**src/rtl/gray_to_yuv422.sv**
```systemverilog
// Gray-to-YUV422 packer: luma passes through, constant Cb/Cr alternate by pixel phase.
// One-cycle latency through a two-entry register slice; input ready is a flop, so output stalls never reach it combinationally.
module gray_to_yuv422 #(
  parameter int                    DATA_WIDTH = 8,
  parameter int                    PPC        = 4,
  parameter logic [DATA_WIDTH-1:0] U_VALUE    = {1'b1, {(DATA_WIDTH-1){1'b0}}},
  parameter logic [DATA_WIDTH-1:0] V_VALUE    = {1'b1, {(DATA_WIDTH-1){1'b0}}}
) (
  input  logic                      aclk,
  input  logic                      areset,
  input  logic [DATA_WIDTH*PPC-1:0] s_axis_gray_tdata,
  input  logic                      s_axis_gray_tvalid,
  input  logic                      s_axis_gray_tuser,
  input  logic                      s_axis_gray_tlast,
  output logic                      s_axis_gray_tready,
  output logic [DATA_WIDTH*PPC*3-1:0] m_axis_yuv_tdata,
  output logic                      m_axis_yuv_tvalid,
  output logic                      m_axis_yuv_tuser,
  output logic                      m_axis_yuv_tlast,
  input  logic                      m_axis_yuv_tready
);

  localparam int   IW      = DATA_WIDTH * PPC;
  localparam int   OW      = 2 * IW;
  localparam logic PPC_ODD = 1'((PPC % 2) == 1);

  typedef struct packed {
    logic          user;
    logic          last;
    logic [OW-1:0] dat;
  } beat_t;

  beat_t r_out;
  beat_t r_skid;
  beat_t w_in_beat;
  logic  r_out_vld;
  logic  r_skid_vld;
  logic  r_s_rdy;
  logic  r_phase;
  logic  w_beat_phase;
  logic  w_next_phase;
  logic  w_in_acc;
  logic  w_out_load;
  logic  w_skid_load;
  logic  w_skid_vld_nxt;

  // Start-of-frame forces even phase for this beat; end-of-line forces it for the next.
  always_comb begin
    w_in_beat      = '0;
    w_in_beat.user = s_axis_gray_tuser;
    w_in_beat.last = s_axis_gray_tlast;
    w_beat_phase   = r_phase & ~s_axis_gray_tuser;
    for (int i = 0; i < PPC; i++) begin
      w_in_beat.dat[i*2*DATA_WIDTH +: 2*DATA_WIDTH] =
        {((w_beat_phase ^ 1'(i)) ? V_VALUE : U_VALUE),
         s_axis_gray_tdata[i*DATA_WIDTH +: DATA_WIDTH]};
    end
    w_next_phase = s_axis_gray_tlast ? 1'b0 : (w_beat_phase ^ PPC_ODD);
  end

  assign w_in_acc       = s_axis_gray_tvalid & r_s_rdy;
  assign w_out_load     = ~r_out_vld | m_axis_yuv_tready;
  assign w_skid_load    = w_in_acc & ~w_out_load;
  assign w_skid_vld_nxt = w_skid_load | (r_skid_vld & ~w_out_load);

  always_ff @(posedge aclk) begin
    if (areset) begin
      r_out      <= '0;
      r_skid     <= '0;
      r_out_vld  <= 1'b0;
      r_skid_vld <= 1'b0;
      r_s_rdy    <= 1'b0;
      r_phase    <= 1'b0;
    end else begin
      if (w_in_acc) begin
        r_phase <= w_next_phase;
      end
      // Skid has priority over the input so beat order is preserved.
      if (w_out_load) begin
        if (r_skid_vld) begin
          r_out <= r_skid;
        end else if (w_in_acc) begin
          r_out <= w_in_beat;
        end
        r_out_vld <= r_skid_vld | w_in_acc;
      end
      if (w_skid_load) begin
        r_skid <= w_in_beat;
      end
      r_skid_vld <= w_skid_vld_nxt;
      r_s_rdy    <= ~w_skid_vld_nxt;
    end
  end

  assign s_axis_gray_tready = r_s_rdy;
  assign m_axis_yuv_tdata   = {{IW{1'b0}}, r_out.dat};
  assign m_axis_yuv_tvalid  = r_out_vld;
  assign m_axis_yuv_tuser   = r_out.user;
  assign m_axis_yuv_tlast   = r_out.last;

endmodule

```
**config.mk**
```make
export PLATFORM = sky130hd
export DESIGN_NAME = gray_to_yuv422
export DESIGN_NICKNAME = d
export VERILOG_FILES = /design/src/rtl/gray_to_yuv422.sv
export SDC_FILE = /design/constraint.sdc
export NUM_CORES = 1
export LEC_CHECK = 0
export BUFFER_PORTS_ARGS = -buffer_cell sky130_fd_sc_hd__buf_2
export CAP_MARGIN = 25
export CORE_ASPECT_RATIO = 0.8
export CORE_MARGIN = 4
export CORE_UTILIZATION = 43
export DETAILED_ROUTE_END_ITERATION = 10
export PLACE_DENSITY = 0.84
export SETUP_SLACK_MARGIN = 0.2
export SYNTH_ARGS = -nofsm -noshare
export SYNTH_HDL_FRONTEND = slang
export SYNTH_SLANG_ARGS = --single-unit
export TNS_END_PERCENT = 30
```
**constraint.sdc**
```tcl
create_clock -name aclk -period 1.5 [get_ports aclk]
set_clock_uncertainty 0.2 [all_clocks]
set_input_delay 0.225 -clock aclk [delete_from_list [all_inputs] [get_ports aclk]]
set_output_delay 0.225 -clock aclk [all_outputs]
set_load 0.05 [all_outputs]
```
# Word level (Yosys, flattened, before mapping)
# Cells that the tools add are included.
[classes] bitwise=9 n_eq_ne=0 shifts=0 n_lt_le_gt_ge=0 n_mux=2 addsub=0 n_reduce_logical=2 mul=0 div=0
[ops] operator="$mux 66" count=2
[ops] operator="$and 1x1->1" count=3
[ops] operator="$not 1->1" count=3
[ops] operator="$or 1x1->1" count=3
[ops] operator="$reduce_and 2->1" count=1
[ops] operator="$reduce_bool 2->1" count=1
[totals] mem_count=0 input_bits=38 out_inout_bits=100 ff_bits=107 romBits=0 latchBits=0 mem_bits_rw=0

# Depth between registers and ports, before layout
[logic_depth] word_depth=6 depth_mapped=7 depth_no_buf=3

# Least setup slack after synthesis
# Ideal clock, no wire load.
[synth_timing] path_kind="register -> register" from="register r_s_rdy (netlist: s_axis_gray_tready)" to="register r_out, in the netlist m_axis_yuv_tdata[17]" arrival_time_ns=1.520 t_required_ns=1.219 path_slack_ns=-0.301 setup_time_ns=0.081 synth_period_minus_slack_ns=1.801 stages_incl_launch_ff=6 path_cell_list="dfxtp_1 -> a21o_1 -> buf_6 -> clkbuf_1 -> a21oi_1 -> a211oi_2"
[synth_via] elab_chain_len=3
[synth_lines] item="from (decl)" line="38" text="logic r_s_rdy;"
[synth_lines] item="from (signal assigned)" line="91" text="r_s_rdy <= ~w_skid_vld_nxt;"
[synth_lines] item="$and 1x1->1" line="61" text="assign w_in_acc = s_axis_gray_tvalid & r_s_rdy;"
[synth_lines] item="$reduce_bool 2->1 (no line)"
[synth_lines] item="$reduce_and 2->1 (no line)"
[synth_lines] item="to (signal assigned)" line="81" text="r_out <= r_skid;"
[synth_lines] item="to (signal assigned)" line="83" text="r_out <= w_in_beat;"
[synth_lines] item="to (decl)" line="33" text="beat_t r_out;"
# Every way passes these cells.
# A chain may end at the register's enable or synchronous reset.

# Final worst setup path
[layout_timing] from="register r_s_rdy (netlist: s_axis_gray_tready)" to="register r_skid[55] (netlist bit)"
[layout_via] elab_chain_len=2
[layout_lines] item="$and 1x1->1" line="61"
[layout_lines] item="$and 1x1->1" line="63" text="assign w_skid_load = w_in_acc & ~w_out_load;"
[layout_lines] item="to (signal assigned)" line="88" text="r_skid <= w_in_beat;"
[layout_lines] item="to (decl)" line="34" text="beat_t r_skid;"
# Every way passes these cells.

==> impl_results.md <==
- Clock sink total: 73
- Pins Over Slew Limit: 0
- Gr busiest metal: met2
- DP Wirelength: 5500 um
- Inst Count DP: 545
- Critical Path Start Type: flip-flop
- Min-Delay Path Depth: 3
- Final RePlAce weighted congestion: 0.749
- Iter 0 DRT Violations: 120
- HP Class: in2reg
- Syn-to-layout area delta: 36.0%
- FF+latch area: 0.00147 mm^2
- First-pass GRT wire length: 14000 um
- Buffers added on ports: 77
- Synthesis Warnings: 0
- Status: complete, no violations
- CTS H-tree depth: 3
- Number of flops mapped to enable cells by yosys: 0
- Core area: 0.00798 mm^2
- Nets: 533
- GRT met3 Usage: 6.28%
- Syn Inst Count: 386
- Final min period: 1420 ps
- FF-to-FF path depth: 4
- Non-filler instance count after layout: 608
- Aggregate routed wire length: 9850 um
- CP Data Required Time: 1570 ps
- Post-Route Setup TNS: 0 ps
- FILL cells: 671
- Synthesized cell area: 0.00354 mm^2
- Top-count cell post-synth: dfxtp_1
- Grt total ovfl: 0
- Clk Latency, worst-skew pair: 340 ps
- Max-cap violations: 0
- Die Height: 89.1 um
- PwrDens: 1020 mW/mm^2
- Final hold vios: 0
- Area occupied by multi-input gates: 0.00179 mm^2
- GR Util met2: 34.1%
- Crit. End Element: flip-flop
- Vias: 2976
- # IOs: 138
- Starting Density: 44.3%
- Hold endpoint: r_skid_vld
- WS Path Type: reg2reg
- Hold_ws: 102 ps
- Yosys cell types: 21
- Largest net degree at the start of global routing: 40
- Top_reg_cell synth: dfxtp_1
- Period utilization: 94.8%
- Hold path start: s_axis_gray_tvalid
- Unrepaired setup endpoints after global routing: true
- Reg2Reg Launch Point: s_axis_gray_tready
- Inserted Diodes: 0
- Design Power: 4890 uW
- DRC viols: 0
- Clock transition at path regs: 70 ps
- Critical path fanouts, max: 8
- Die Area: 0.00975 mm^2
- Setup Viol. Count Final: 0
- Num CTS Buffers: 9
- Synth top cells by count: dfxtp_1 (73), a21oi_1 (72), nand2_1 (68), buf_4 (63), mux2i_1 (34)
- Seq/Total Area, Yosys: 41.3%
- Average wire per standard cell: 16.2 um
- Layout cells sized above 1: 36.2%
- Critical R2R Capture: r_skid[55]
- CTS Root Cell: clkbuf_8
- Post-DRT Antenna Nets: 0
- Router iterations before antenna repair: 5
- R2R Setup Slk: 80 ps
- Initial antenna violation count: 0
- Yosys top cell area share: 41.3%
- Vias per inst: 4.89
- Rows: 29
- Die width: 109 um
- Number of global-route vias before repair: 2984
- VDD IR max: 686 uV
- #FFs+latches synth: 73
- Leak: 0.00187 uW
- CTS tree: yes
- Avg Inst Size Synth: 9.16 um^2
- Met1 Resource Use GR: 19.1%
- Tot GR Track Use: 18.5%
- Critical Path AT: 1490 ps
- F_max: 703 MHz
- Asr flop ratio synth: 0%
- Top cells by area, synth: dfxtp_1 (41%), buf_4 (13%), a211oi_2 (11%)
- Crit path from: s_axis_gray_tready
- Clk buf depth: 2
- Post-synth top area cell: dfxtp_1
- Core Util, Final: 60.2%
[repair_timing]
item	in CTS	in global routing
pin swaps	2	7
endpoints found under the setup margin	109	109
hold buffers	34	0
buffers inserted	7	0
cloned	1	5
endpoints found under the hold margin	34	0
resized for setup	54	41
[state kept, by name, indices dropped and copies added, names as in the netlist]
name	flops
r_skid	35
m_axis_yuv_tdata	33
r_skid_vld	1
m_axis_yuv_tvalid	1
s_axis_gray_tready	1
m_axis_yuv_tlast	1
m_axis_yuv_tuser	1
[how the worst max path moves through the flow]
stage / slack (ps) / endpoint / cells after the start
after detailed placement: -40 / m_axis_yuv_tdata[7] / 4
after global placement: 20 / m_axis_yuv_tdata[0] / 4
after floorplan: -40 / m_axis_yuv_tdata[17] / 7
after CTS: 130 / m_axis_yuv_tdata[55] / 1
after global routing: 40 / r_skid[23] / 4
final: 80 / r_skid[55] / 4
[area by class of cell]
type	instances	share of cell area [%]
multi-input cells	278	37.2
repair buffers	132	25.3
clock buffers	13	3.10
clock inverters	3	0.833
flip-flops and latches	73	30.7
inverters	1	0.0781
well taps	108	2.81
[layer usage]
metal	routed length, um	up-vias	part of all wire [%]
li1	-	1420	-
met3	618	29	6.3
met5	0	-	0
met2	4970	114	50
met1	3930	1413	40
met4	325	0	3.3
[metrics by stage]
| step | instance area [um^2] | setup WS [ps] |
|---|---|---|
| floorplan | 3770 | -35.6 |
| global placement | 3790 | 22.8 |
| detailed placement | 3790 | -39.7 |
| CTS | 4580 | 129 |
| global route | 4810 | 41.1 |
| finish | 4810 | 77.6 |
[critical path: stages, from the launching register on]
cell and delay, ps:
dfxtp_4 370, and4b_4 360, clkbuf_16 210, nand2_1 70, a21oi_2 130
[layout by cell type, fill, tap and decap left out]
| cell | Yosys | layout |
|---|---|---|
| buf_12 | 0 | 10 |
| clkbuf_1 | 16 | 3 |
| and2_4 | 1 | 2 |
| a21oi_2 | 0 | 19 |
| conb_1 | 1 | 60 |
| bufinv_16 | 0 | 1 |
| nand2b_2 | 0 | 1 |
| buf_6 | 6 | 10 |
| nand4b_1 | 1 | 1 |
| a21o_4 | 0 | 1 |
| dfxtp_4 | 0 | 1 |
| clkbuf_16 | 0 | 4 |
| a211oi_2 | 30 | 34 |
| nand2_4 | 0 | 3 |
| buf_2 | 7 | 39 |
| and4b_4 | 0 | 1 |
| nand2_1 | 68 | 64 |
| clkbuf_8 | 0 | 10 |
| buf_4 | 63 | 34 |
| dfxtp_2 | 0 | 7 |
| mux2i_1 | 34 | 34 |
| inv_1 | 1 | 1 |
| dfxtp_1 | 73 | 65 |
| buf_8 | 0 | 1 |
| clkinv_2 | 0 | 2 |
| a311oi_1 | 1 | 1 |
| a21oi_1 | 72 | 53 |
| nor3_1 | 1 | 1 |
| dlygate4sd3_1 | 0 | 34 |
| nand2_2 | 0 | 1 |
| nor2_1 | 2 | 2 |
[report_power, final]
group	total (uW)	internal [uW]	switching [uW]
combinational	1300	385	912
sequential	2080	2020	57.4
clock	1510	811	698
total	4890	3220	1670
[cell families (layout without fill, tap and decap cells)]
kind of cell | count (synthesis) | in the layout | share of synthesized area (%)
AOI/OAI and AO/OA | 108 | 108 | 22.1
buffers and inverters | 95 | 149 | 18.3
and+or+nand+nor | 75 | 76 | 8.53
DFF | 73 | 73 | 41.3
muxes | 34 | 34 | 9.63
other | 1 | 60 | 0.106
No activity file was read; power rests on OpenSTA's default activity.
